File: src/rtl/fetch_unit_if.sv
// ============================================================================
// Module      : fetch_unit_if
// Description : Fetch-stage bus bundle: instruction memory handshake, decoded
//               instruction fields, controller branch inputs and interrupts.
// Revision    : 1.0 - initial release
// ============================================================================
`default_nettype none

interface fetch_unit_if;
    logic       imem_req;
    logic [7:0] imem_addr;
    logic       imem_ack;
    logic [7:0] imem_data;
    logic       instr_valid;
    logic [3:0] opcode;
    logic [1:0] rd_a;
    logic [1:0] rs_a;
    logic [7:0] pc;
    logic       jmp_en;
    logic       je_en;
    logic       ret;
    logic       flag;
    logic [7:0] jmp_target;
    logic       int_req;
    logic [7:0] int_vector;
    logic       int_ack;

    // master: the fetch unit itself
    modport master (
        output imem_req, imem_addr, instr_valid, opcode, rd_a, rs_a, pc, int_ack,
        input  imem_ack, imem_data, jmp_en, je_en, ret, flag, jmp_target,
               int_req, int_vector
    );

    // slave: memory, controller and interrupt source
    modport slave (
        input  imem_req, imem_addr, instr_valid, opcode, rd_a, rs_a, pc, int_ack,
        output imem_ack, imem_data, jmp_en, je_en, ret, flag, jmp_target,
               int_req, int_vector
    );
endinterface

`default_nettype wire

File: src/rtl/fetch_unit.sv
// ============================================================================
// Module      : fetch_unit
// Description : Instruction fetch / PC stage with single-level interrupts.
// Revision    : 1.0 - initial release
// ============================================================================
`default_nettype none

module fetch_unit #(
    parameter logic [7:0] RESET_PC = 8'h00
) (
    input  wire logic          clock,
    input  wire logic          reset,
    fetch_unit_if.master       bus
);

    typedef enum logic [1:0] {
        S_BOOT  = 2'd0,
        S_FETCH = 2'd1,
        S_EXEC  = 2'd2
    } state_t;

    state_t     r_state;
    state_t     w_state_nxt;
    logic [7:0] r_pc;
    logic [7:0] w_pc_nxt;
    logic [7:0] r_ir;
    logic [7:0] w_ir_nxt;
    logic [7:0] r_epc;
    logic [7:0] w_epc_nxt;
    logic       r_ie;
    logic       w_ie_nxt;
    logic       r_int_ack;
    logic       w_take_int;
    logic [7:0] w_npc;

    always_ff @(posedge clock) begin
        if (!reset) begin
            r_state   <= S_BOOT;
            r_pc      <= RESET_PC;
            r_ir      <= 8'h00;
            r_epc     <= 8'h00;
            r_ie      <= 1'b1;
            r_int_ack <= 1'b0;
        end else begin
            r_state   <= w_state_nxt;
            r_pc      <= w_pc_nxt;
            r_ir      <= w_ir_nxt;
            r_epc     <= w_epc_nxt;
            r_ie      <= w_ie_nxt;
            r_int_ack <= w_take_int;
        end
    end

    always_comb begin
        w_state_nxt = r_state;
        w_pc_nxt    = r_pc;
        w_ir_nxt    = r_ir;
        w_epc_nxt   = r_epc;
        w_ie_nxt    = r_ie;
        w_take_int  = 1'b0;
        w_npc       = r_pc + 8'd1;

        case (r_state)
            S_BOOT: begin
                w_state_nxt = S_FETCH;
            end
            S_FETCH: begin
                if (bus.imem_ack) begin
                    w_ir_nxt    = bus.imem_data;
                    w_state_nxt = S_EXEC;
                end
            end
            S_EXEC: begin
                if (bus.ret) begin
                    w_npc    = r_epc;
                    w_ie_nxt = 1'b1;
                end else if (bus.jmp_en) begin
                    w_npc = bus.jmp_target;
                end else if (bus.je_en && bus.flag) begin
                    w_npc = bus.jmp_target;
                end

                // Uses the pre-update ie, so a ret never admits an interrupt
                // in its own EXEC cycle.
                w_take_int = bus.int_req && r_ie;
                if (w_take_int) begin
                    w_epc_nxt = w_npc;
                    w_pc_nxt  = bus.int_vector;
                    w_ie_nxt  = 1'b0;
                end else begin
                    w_pc_nxt = w_npc;
                end
                w_state_nxt = S_FETCH;
            end
            default: begin
                w_state_nxt = S_BOOT;
            end
        endcase
    end

    assign bus.imem_req    = (r_state == S_FETCH);
    assign bus.imem_addr   = r_pc;
    assign bus.instr_valid = (r_state == S_EXEC);
    assign bus.opcode      = r_ir[7:4];
    assign bus.rd_a        = r_ir[3:2];
    assign bus.rs_a        = r_ir[1:0];
    assign bus.pc          = r_pc;
    assign bus.int_ack     = r_int_ack;

endmodule

`default_nettype wire

File: src/flat_wrapper.sv
// flat-port wrapper written by rule: the top's interface ports become plain ports
module fetch_unit_flat 
#(
    parameter logic [7:0] RESET_PC = 8'h00
)
  (clock, reset, bus_imem_req, bus_imem_addr, bus_instr_valid, bus_opcode, bus_rd_a, bus_rs_a, bus_pc, bus_int_ack, bus_imem_ack, bus_imem_data, bus_jmp_en, bus_je_en, bus_ret, bus_flag, bus_jmp_target, bus_int_req, bus_int_vector);
  fetch_unit_if bus_i ();
  input  wire logic clock;
  input  wire logic reset;
  output wire logic [$bits(bus_i.imem_req)-1:0] bus_imem_req;
  output wire logic [$bits(bus_i.imem_addr)-1:0] bus_imem_addr;
  output wire logic [$bits(bus_i.instr_valid)-1:0] bus_instr_valid;
  output wire logic [$bits(bus_i.opcode)-1:0] bus_opcode;
  output wire logic [$bits(bus_i.rd_a)-1:0] bus_rd_a;
  output wire logic [$bits(bus_i.rs_a)-1:0] bus_rs_a;
  output wire logic [$bits(bus_i.pc)-1:0] bus_pc;
  output wire logic [$bits(bus_i.int_ack)-1:0] bus_int_ack;
  input wire logic [$bits(bus_i.imem_ack)-1:0] bus_imem_ack;
  input wire logic [$bits(bus_i.imem_data)-1:0] bus_imem_data;
  input wire logic [$bits(bus_i.jmp_en)-1:0] bus_jmp_en;
  input wire logic [$bits(bus_i.je_en)-1:0] bus_je_en;
  input wire logic [$bits(bus_i.ret)-1:0] bus_ret;
  input wire logic [$bits(bus_i.flag)-1:0] bus_flag;
  input wire logic [$bits(bus_i.jmp_target)-1:0] bus_jmp_target;
  input wire logic [$bits(bus_i.int_req)-1:0] bus_int_req;
  input wire logic [$bits(bus_i.int_vector)-1:0] bus_int_vector;
  assign bus_imem_req = bus_i.imem_req;
  assign bus_imem_addr = bus_i.imem_addr;
  assign bus_instr_valid = bus_i.instr_valid;
  assign bus_opcode = bus_i.opcode;
  assign bus_rd_a = bus_i.rd_a;
  assign bus_rs_a = bus_i.rs_a;
  assign bus_pc = bus_i.pc;
  assign bus_int_ack = bus_i.int_ack;
  assign bus_i.imem_ack = bus_imem_ack;
  assign bus_i.imem_data = bus_imem_data;
  assign bus_i.jmp_en = bus_jmp_en;
  assign bus_i.je_en = bus_je_en;
  assign bus_i.ret = bus_ret;
  assign bus_i.flag = bus_flag;
  assign bus_i.jmp_target = bus_jmp_target;
  assign bus_i.int_req = bus_int_req;
  assign bus_i.int_vector = bus_int_vector;
  fetch_unit #(.RESET_PC(RESET_PC)) u_core (.clock(clock), .reset(reset), .bus(bus_i));
endmodule
File: config.mk
export PLATFORM = sky130hd
export DESIGN_NAME = fetch_unit_flat
export DESIGN_NICKNAME = d
export VERILOG_FILES = /design/src/rtl/fetch_unit_if.sv /design/src/rtl/fetch_unit.sv /design/src/flat_wrapper.sv
export SDC_FILE = /design/constraint.sdc
export NUM_CORES = 1
export LEC_CHECK = 0
export CORE_MARGIN = 1
export CORE_UTILIZATION = 50
export DETAILED_ROUTE_END_ITERATION = 6
export DONT_BUFFER_PORTS = 1
export PLACE_DENSITY = 0.66
export SLEW_MARGIN = 20
export SYNTH_ARGS = -nofsm -noshare
export SYNTH_HDL_FRONTEND = slang
export SYNTH_SLANG_ARGS = --single-unit
File: constraint.sdc
create_clock -name clock -period 1.65 [get_ports clock]
set_input_delay 0.4125 -clock clock [delete_from_list [all_inputs] [get_ports clock]]
set_output_delay 0.4125 -clock clock [all_outputs]
set_load 0.01 [all_outputs]
# Yosys cells after proc, flatten, opt, wreduce, memory -nomap -nowiden
# Cells that the tools add are included.
# totals
regBits	28
input_bits	32
output_inout_bits	27
wordCells	27
# classes
n_addsub	1
eq_ne	3
muxes	8
n_reduce_logical	9
# op_table
op	count
2-to-1 mux 8 bit	4
adder 8 x 1 -> 8 bit (second input constant)	1
AND reduction 2 bit	4
case mux 2 bit (2 select lines)	1
== test 2 x 1 -> 1 bit (second input constant)	1
== test 2 bit (second input constant)	1
logical AND 1 bit	2
logical NOT 2 bit	1
2-to-1 mux 1 bit	2
2-to-1 mux 2 bit	1
!= test 2 x 1 -> 1 bit (second input constant)	1
nonzero test 2 bit	1
OR reduction 2 bit	1

# Logic depth before layout (Yosys ltp)
# Gate-level depths: netlist (run 1).
# logic_depth
word_depth	5
depth_mapped	6
mapped_depth_nobuf	5

# Least setup slack after synthesis (run 1)
# No wires, ideal clock.
# synth_timing
path_kind	flip-flop to flip-flop
from	register u_core.r_pc[0] (netlist: u_core.bus.imem_addr[0])
to	register u_core.r_pc[2] (netlist: u_core.bus.imem_addr[2])
setup_time_ns	0.091
arrival_time_ns	1.287
required_time_ns	1.559
setup_slack_ns	0.272
stages_incl_launch_ff	5
n_path_buf	0
period_less_slack_ns	1.378
path_cell_list	dfxtp_1 -> ha_1 -> xnor2_1 -> a211o_1 -> a311oi_1
# synth_via
elab_chain_cells	5
# synth_lines
item	line	rtl
start, declared	fetch_unit.sv:24	logic [7:0] r_pc;
start signal, assigned	fetch_unit.sv:46	r_pc <= w_pc_nxt;
adder 8 x 1 -> 8 bit	fetch_unit.sv:61	w_npc = r_pc + 8'd1;
2-to-1 mux 8 bit	fetch_unit.sv:79	end else if (bus.je_en && bus.flag) begin
2-to-1 mux 8 bit	fetch_unit.sv:77	end else if (bus.jmp_en) begin
2-to-1 mux 8 bit	fetch_unit.sv:74	if (bus.ret) begin
2-to-1 mux 8 bit	fetch_unit.sv:86	if (w_take_int) begin
# No other way between the ends.
# A chain may end at the register's enable or synchronous reset.

# Worst setup path in the final report (run 1)
# layout_timing
from	register u_core.r_state[0]
to	output bus_instr_valid
# layout_via
elab_chain_cells	1
# layout_lines
item	line	rtl
start, declared	fetch_unit.sv:22	state_t r_state;
start signal, assigned	fetch_unit.sv:45	r_state <= w_state_nxt;
== test 2 bit	fetch_unit.sv:103	assign bus.instr_valid = (r_state == S_EXEC);
end, declared	flat_wrapper.sv:12	output wire logic [$bits(bus_i.instr_valid)-1:0] bus_instr_valid;
# No other way between the ends.

==> flow_summary.yaml, run 1 <==
drt:
  first_pass_iters: 4
  dr.first_iter.drc_count: 68
  vias_per_cell: 6.57
  drt_wl_total_um: 3820
  drc_errors: 0
  wl_per_cell_um: 17.7
  routed-via-count: 1419
  ant_nets: 0
clocking:
  postCtsSetupBuffers: 0
  clock-sinks: 28
  htreeDepth: 1
  numCtsBuffers: 3
  cts.path.max_buffers: 2
  cts_tree: "done"
  clock_insertion_delay_worst_skew_ns: 0.33
  cts_root_buf: "clkbuf_4"
  clkTransAtPathRegs_ns: 0.16
yosys:
  ys_ff_latch: 28
  ys_top_cells_by_count: "28 x dfxtp_1, 23 x nand2_1, 21 x a21oi_1"
  synth_warnings: 0
  syn_avg_cell_area_um2: 7.96
  syn_nets: 220
  synth_edf_count: 0
  synthCells: 187
  synth.largest_area_cell: "dfxtp_1"
  synth_top_area_frac: 0.376
  synth.mux.area_fraction: 0.00672
  synth_cell_type_count: 40
  synth_simple_gate_area_frac: 0.213
  synth_flop_cell: "dfxtp_1"
  synth_area_leaders: "dfxtp_1 38%, a21oi_1 7.1%, nand2_1 5.8%, nand3_1 5.4%, buf_4 4.5%"
  seq_area_frac_synth: 0.376
  synth_compound_area_frac: 0.281
  synth_area_mm2: 0.00149
  synth_adder_area_share: 0.00840
  synthArstFlopShare: 0
  synth_top_family_by_area: "compound AO/OA/AOI/OAI gates"
  synth-xor-area-share: 0.0235
  yosysMostFrequentCell: "dfxtp_1"
timing:
  rsz0062_at_grt: "false"
  slew_violations: 0
  final-hold-violation-count: 0
  hold_slack_ns: 0.141
  setup_tns_ns: 0
  skew_ns: 0.0126
  min_period_ns: 1.55
  fin_crit_sh: 0.940
  setup_viol: 0
  timing.fmax_mhz: 644
  relSlewSlack: 0.687
  setup_ws_ns: 0.0983
  worst_pin_slew_ns: 0.470
placed_design:
  dp_hpwl_um: 2830
  placed_cell_area_mm2: 0.00152
  io_buffers: 0
  gp_congestion: 0.905
  placed_cells: 212
  pre_cts_slack_ns: 0.200
worst_setup_path:
  cp_cell_sequence: "nand2b_1, clkinv_2, buf_4"
  cp.required_ns: 1.24
  arrival_ns: 1.14
  critical_path.max_stage_delay_ns: 0.37
  crit_slowest_cell: "dfxtp_2"
  worstSetupPathType: "reg -> out"
  crit_fanout: 6
  end_kind: "primary output"
  startpoint_type: "flop"
global_routing:
  grt.overflow.total: 0
  grt_max_degree: 25
  antenna_found_initial: 0
  grt_pass1_vias: 1365
  gr-usage-all-layers: 0.246
  grt_pass1_wl_um: 6150
layout:
  fillerInstances: 270
  fin_area_mm2: 0.00157
  num_antenna_cells: 0
  final_core_util: 0.565
  fin_cells: 216
  drive_gt1_frac: 0.141
  syn2layout_area_growth_pct: 5.46
  final_nets: 219
worst_hold_path:
  hp-class: "in -> reg"
outcome:
  status: "complete, no violations"
floorplan:
  die_area_mm2: 0.00320
  core_area_mm2: 0.00278
  die_h_um: 56.6
  num_io_pins: 59
  start_util: 0.535
  die_x_um: 56.6
  placementRows: 19
power:
  leakagePower_nw: 0.565
  power.total_mw: 1.33
  ir_worst_vdd_mv: 0.675
  p_per_area_mw_per_mm2: 845
job:
  cap_violations: 0
[routing by layer]
layer  up-vias  GRT usage  share of wire
met4         0     0.0976          0.015
met5         -          0              0
met2        66      0.405           0.47
met3         6     0.0415          0.084
met1       674      0.320           0.43
li1        673          -              -
[worst max-delay path, delay by kind of cell (launching register included)]
| family | cells | cell delay [ns] |
|---|---|---|
| DFF | 1 | 0.37 |
| buffers and inverters | 2 | 0.31 |
| and+or+nand+nor | 1 | 0.14 |
[where the power goes]
part	switching (mW)	total [mW]	internal [mW]	leakage [nW]
clock	0.207	0.453	0.246	0.0279
combinational	0.0917	0.152	0.0606	0.309
sequential	0.0237	0.722	0.698	0.228
total	0.322	1.33	1.00	0.565
[layout make-up]
cell class              count  area [um^2]  area share
multi-input cells         134          792       0.504
flip-flops and latches     28          562       0.358
repair buffers             14          105      0.0669
well taps                  31         38.8      0.0247
clock inverters             1         30.0      0.0191
clock buffers               3         22.5      0.0143
inverters                   5         20.0      0.0127
[worst paths after layout]
kind	start	to	slack [ns]	cells after the start
worst min register to register	u_core.r_epc[1]	u_core.r_epc[1]	0.47	2
worst max-delay path	u_core.r_state[0]	bus_instr_valid	0.1	3
worst max register to register	u_core.bus.imem_addr[1]	u_core.bus.imem_addr[2]	0.17	4
worst min-delay path	reset	u_core.r_ie	0.14	1
[timing repair]
item / 4_1_cts / 5_1_grt
hold buffers: 0 / 0
gates cloned: 0 / 0
setup endpoints to repair: 1 / 1
resized for setup: 1 / 1
[sequential cells by signal (all words and copies together), names as in the netlist]
register and count:
u_core.r_ir 8, u_core.r_epc 8, u_core.bus.int_ack 1, u_core.bus.imem_addr 8, u_core.r_state 2, u_core.r_ie 1
[cells by family after synthesis]
group,after synthesis
XOR/XNOR,4
adder cells (fa/ha/maj),1
buffers and inverters,25
flip-flops,28
AO/OA/AOI/OAI,63
AND/OR/NAND/NOR,65
multiplexers,1
[cell usage in the layout, fill, tap and decap left out, drive strengths merged]
master and instances:
buf 14, o32ai 4, and3 3, o211ai 3, xor2 1, a211o 3, clkbuf 3, nand3 16
clkinv 1, xnor2 3, nor3 2, dfxtp 28, nand2 24, o41ai 1, a211oi 2, mux2i 1
ha 1, o221ai 4, o21ai 12, a311oi 3, o311a 1, a21o 1, a2111o 1, a21oi 21
nand4b 2, nor3b 1, bufinv 1, o21a 2, nand4 2, nor2 10, a31oi 4, nand2b 3
and4 1, o22ai 1, inv 4, nor2b 1
Power figures use the tool's default switching activity.
==> inputs of run 2 (changes only) <==
==> constraint.sdc (replaced) <==
create_clock -name clock -period 1.62 [get_ports clock]
set_input_delay 0.405 -clock clock [delete_from_list [all_inputs] [get_ports clock]]
set_output_delay 0.405 -clock clock [all_outputs]
set_load 0.01 [all_outputs]
==> run 2 against run 1 <==
Setup slack better by 0.014 ns. Global-route usage is 0.28 points lower. Sequential power is 2% higher. Largest cell class unchanged. Clock power is 4.4% higher. Die area stayed put. Non-clock buffer count is 5 higher. Count of clock-buffer cells in the layout stayed put. Largest power group unchanged. Worst hold slack worse by 0.0017 ns. Critical endpoint unchanged. First-iteration DRC count is 2.9% higher. Critical path depth stayed put.
==> flow_summary.yaml, run 2 (synthesis gave the netlist of run 1 again) <==
placed_design:
  dp_hpwl_um: 2860
  placed_cells: 215
  pre_cts_slack_ns: 0.174
  gp_congestion: 0.857
  io_buffers: 0
timing:
  fin_crit_sh: 0.931
  setup_viol: 0
  worst_pin_slew_ns: 0.445
  min_period_ns: 1.51
  skew_ns: 0.00119
  final-hold-violation-count: 0
  setup_ws_ns: 0.112
  relSlewSlack: 0.703
  rsz0062_at_grt: "false"
  setup_tns_ns: 0
  slew_violations: 0
  timing.fmax_mhz: 663
  hold_slack_ns: 0.139
drt:
  first_pass_iters: 4
  drc_errors: 0
  dr.first_iter.drc_count: 70
  ant_nets: 0
  drt-met1-wl_um: 1620
  wl_met3_um: 323
  dr.max_layer_used: "met4"
  vias_per_cell: 6.55
  drt_wl_total_um: 3830
  routed-via-count: 1447
  wl_per_cell_um: 17.3
  routed-wl-met2_um: 1830
power:
  switching_power_uw: 341
  seqPwrFrac: 0.535
  ir_worst_vdd_mv: 0.605
  leakagePower_nw: 0.591
  clockPowerShare: 0.345
  p_int_mw: 1.03
  combPwrFrac: 0.120
  switching_share: 0.249
  p_per_area_mw_per_mm2: 852
  power.total_mw: 1.37
clocking:
  htreeDepth: 1
  cts_root_buf: "clkbuf_4"
  clock_insertion_delay_worst_skew_ns: 0.34
  cts.path.max_buffers: 2
  cts_hold_buffers: 0
  numCtsBuffers: 3
  cts_tree: "done"
  clock-sinks: 28
  clkTransAtPathRegs_ns: 0.16
floorplan:
  num_io_pins: 59
  core_area_mm2: 0.00278
  placementRows: 19
  die_x_um: 56.6
  start_util: 0.535
  die_h_um: 56.6
  die_area_mm2: 0.00320
layout:
  final_cell_mix: "28 x dfxtp_1, 23 x nand2_1, 21 x a21oi_1"
  drive_gt1_frac: 0.158
  final_common_cell: "dfxtp_1"
  fin_cells: 221
  num_antenna_cells: 0
  syn2layout_area_growth_pct: 7.98
  final_nets: 224
job:
  cap_violations: 0
worst_hold_path:
  hp-class: "in -> reg"
worst_setup_path:
  end_kind: "primary output"
  cp.required_ns: 1.21
  crit_fanout: 4
  arrival_ns: 1.10
  startpoint_type: "flop"
  worstSetupPathType: "reg -> out"
outcome:
  status: "complete, no violations"
global_routing:
  antenna_found_initial: 0
  grt_max_degree: 25
  grt.overflow.total: 0
  grt_pass1_vias: 1332
  grt_pass1_wl_um: 6040
  gr-usage-all-layers: 0.243
-- run 2: power by group through the flow --
stage                     registers, mW  logic (mW)  clock network (mW)
after detailed placement          0.748       0.159                   0
final                             0.734       0.164               0.473
after floorplan                   0.751       0.130                   0
after global routing              0.737       0.180               0.501
after global placement            0.747       0.158                   0
after CTS                         0.733       0.160               0.477
-- run 2: final cells by class --
cell class,instances,area (um^2)
well taps,31,38.8
fillers,263,1170
repair buffers,19,143
flip-flops and latches,28,561
clock buffers,3,22.5
clock inverters,1,30.0
multi-input cells,134,792
inverters,5,21.3
-- run 2: worst paths after layout --
| path | slack [ns] | endpoint | cells past startpoint | startpoint |
|---|---|---|---|---|
| min | 0.14 | u_core.r_ie | 1 | reset |
| min reg2reg | 0.47 | u_core.r_epc[1] | 2 | u_core.r_epc[1] |
| max | 0.11 | bus_instr_valid | 3 | u_core.r_state[0] |
| max reg2reg | 0.12 | u_core.bus.imem_addr[7] | 5 | u_core.bus.imem_addr[0] |
-- run 2: layer usage --
metal  up-vias  GRT usage
met4         0      0.108
met2        84      0.398
met1       667      0.313
li1        690          -
met5         -          0
met3         6     0.0415
-- run 2: through the flow --
step	instance area, um^2	utilization
finish	1610	0.578
global route	1610	0.578
CTS	1590	0.572
detailed placement	1540	0.553
global placement	1540	0.553
floorplan	1490	-
-- run 2: worst max-delay path, cell delays in order, from the launching register on --
cell	delay, ns
dfxtp_1	0.38
nand2b_1	0.18
inv_4	0.05
buf_4	0.15
-- run 2: timing repair --
action,CTS,global route
pin swaps,0,0
setup endpoints to repair,1,1
buffers inserted,0,2
resized for setup,1,1
==> inputs of run 3 (changes only) <==
--- a/config.mk
+++ b/config.mk
@@ -5,12 +5,15 @@
 export SDC_FILE = /design/constraint.sdc
 export NUM_CORES = 1
 export LEC_CHECK = 0
+export ABC_AREA = 1
 export CORE_MARGIN = 1
 export CORE_UTILIZATION = 50
 export DETAILED_ROUTE_END_ITERATION = 6
 export DONT_BUFFER_PORTS = 1
 export PLACE_DENSITY = 0.66
+export SETUP_SLACK_MARGIN = 0.02
 export SLEW_MARGIN = 20
 export SYNTH_ARGS = -nofsm -noshare
 export SYNTH_HDL_FRONTEND = slang
 export SYNTH_SLANG_ARGS = --single-unit
+export TNS_END_PERCENT = 20
==> run 3 against run 2 <==
The run now ends with design-rule violations left. Core utilization fell by 2.2 points. Global-route usage fell by 2.8 points. Register-to-register slack improved by 0.06 ns. Sequential share of layout area rose by 0.83 points. Power fell by 11%. Clock power fell by 27%. Flip-flop and latch count did not move. Worst hold slack improved by 0.014 ns. First-iteration DRC count fell by 10%. Non-clock buffer count fell by 10.
==> flow_summary.yaml, run 3 <==
yosys:
  seq_area_frac_synth: 0.368
  syn_avg_cell_area_um2: 6.71
  synth_cell_type_count: 29
  synth_area_mm2: 0.00152
  synth_warnings: 0
  ys_ff_latch: 28
  synth.largest_area_cell: "dfxtp_1"
  ys_top_cells_by_count: "53 x nand2_1, 29 x nor2_1, 28 x dfxtp_1"
  synth_top_area_frac: 0.368
  synth_edf_count: 0
  yosysMostFrequentCell: "nand2_1"
  synthArstFlopShare: 0
  syn_nets: 260
  synth_area_leaders: "dfxtp_1 37%, nand2_1 13%, nor2_1 7.1%, inv_1 6.2%, a21oi_1 5.3%"
  synth_flop_cell: "dfxtp_1"
  synthCells: 227
global_routing:
  grt_max_degree: 16
  grt_pass1_vias: 1277
  grt.overflow.total: 0
  antenna_found_initial: 0
  grt_pass1_wl_um: 5460
  gr-usage-all-layers: 0.215
timing:
  min_period_ns: 1.55
  relSlewSlack: 0.793
  timing.fmax_mhz: 646
  fin_crit_sh: 0.955
  slew_violations: 0
  final-hold-violation-count: 0
  rsz0062_at_grt: "true"
  hold_slack_ns: 0.153
  setup_ws_ns: 0.0726
  setup_viol: 0
  worst_pin_slew_ns: 0.310
  skew_ns: 0.00531
drt:
  wl_met3_um: 232
  wl_per_cell_um: 12.4
  first_pass_iters: 6
  dr.first_iter.drc_count: 63
  drc_errors: 3
  vias_per_cell: 5.25
  dr.max_layer_used: "met4"
  drt-met1-wl_um: 1410
  ant_nets: 0
  routed-via-count: 1345
  drt_wl_total_um: 3180
  routed-wl-met2_um: 1440
clocking:
  clock-sinks: 28
  htreeDepth: 1
  cts_tree: "done"
  clock_insertion_delay_worst_skew_ns: 0.34
  cts_root_buf: "clkbuf_4"
  cts.path.max_buffers: 2
  postCtsSetupBuffers: 0
  clkTransAtPathRegs_ns: 0.15
  numCtsBuffers: 3
layout:
  seq_area_um2: 562
  drive_gt1_frac: 0.138
  fillerInstances: 278
  final_nets: 259
  num_antenna_cells: 0
  multiInputGateArea_um2: 759
  final_cell_mix: "53 x nand2_1, 29 x nor2_1, 27 x dfxtp_1"
  syn2layout_area_growth_pct: 3.28
  final_common_cell: "nand2_1"
worst_setup_path:
  worstSetupPathType: "reg -> out"
  cp_cell_sequence: "inv_1, nor2_4"
  cp.required_ns: 1.21
  arrival_ns: 1.14
  startpoint_type: "flop"
  crit_slowest_cell: "dfxtp_1"
  end_kind: "primary output"
  critical_path.max_stage_delay_ns: 0.45
  crit_fanout: 10
power:
  ir_worst_vdd_mv: 0.473
  p_per_area_mw_per_mm2: 774
  leakagePower_nw: 0.687
job:
  cap_violations: 0
floorplan:
  start_util: 0.539
  placementRows: 19
  core_area_mm2: 0.00283
  die_x_um: 57.2
  die_area_mm2: 0.00327
  num_io_pins: 59
  die_h_um: 57.2
placed_design:
  gp_congestion: 0.815
  io_buffers: 0
  pre_cts_slack_ns: 0.186
  dp_hpwl_um: 2420
outcome:
  violations: "design-rule violations"
  status: "finished, violations left"
worst_hold_path:
  hp-class: "in -> reg"
[run 3: changes by cell type after synthesis, sizes merged, moves of 4 or more]
cell	before	now
o221ai	4	0
buf	16	12
inv	4	27
nor2	10	33
o21ai	12	19
o32ai	4	0
nand2	24	59
[run 3: layout make-up]
type | instances | area share
Tap cell | 31 | 0.0246
Multi-Input combinational cell | 155 | 0.483
Timing Repair Buffer | 9 | 0.0429
Sequential cell | 28 | 0.357
Inverter | 29 | 0.0700
Clock buffer | 4 | 0.0231
[run 3: timing repair]
action | in CTS | in global routing
hold buffers | 0 | 0
endpoints found under the setup margin | 1 | 2
resized for setup | 1 | 1
hold endpoints to repair | 0 | 0
[run 3: kinds of logic after synthesis]
logic type	share of synthesized area
and+or+nand+nor	0.308
AOI/OAI and AO/OA	0.173
buffers and inverters	0.137
DFF	0.368
xor gates and xnor gates	0.00575
adders and majority gates	0.00821
[run 3: metal layers]
layer,up-vias,global-route usage
li1,706,-
met1,575,0.263
met2,54,0.353
met3,10,0.0363
met4,0,0.132
met5,-,0
[run 3: final timing paths]
kind	start	end	slack, ns	depth (start not counted)
setup / recovery	u_core.r_state[0]	bus_imem_req	0.07	2
hold / removal	reset	u_core.r_epc[3]	0.15	2
hold reg to reg	u_core.r_ir[1]	u_core.r_ir[1]	0.52	2
setup reg to reg	u_core.r_state[1]	u_core.bus.imem_addr[0]	0.18	8
[run 3: stage by stage]
step                cells   util  area, um^2  power (mW)  setup TNS (ns)
floorplan             227      -        1520       0.867               0
global placement      252  0.541        1530       0.881               0
detailed placement    252  0.541        1530       0.885               0
CTS                   256  0.556        1570        1.23               0
global route          256  0.556        1570        1.27        -0.00577
finish                256  0.556        1570        1.22               0
[run 3: critical path: cells and delay by family (launching register included)]
kind | cells | cell delay [ns]
flip-flops | 1 | 0.45
AND/OR/NAND/NOR | 1 | 0.24
buffers and inverters | 1 | 0.11
[run 3: power by group]
part	internal [mW]	leakage, nW	switching, mW
combinational	0.0488	0.438	0.0904
clock	0.138	0.0210	0.208
sequential	0.710	0.228	0.0227
total	0.897	0.687	0.321
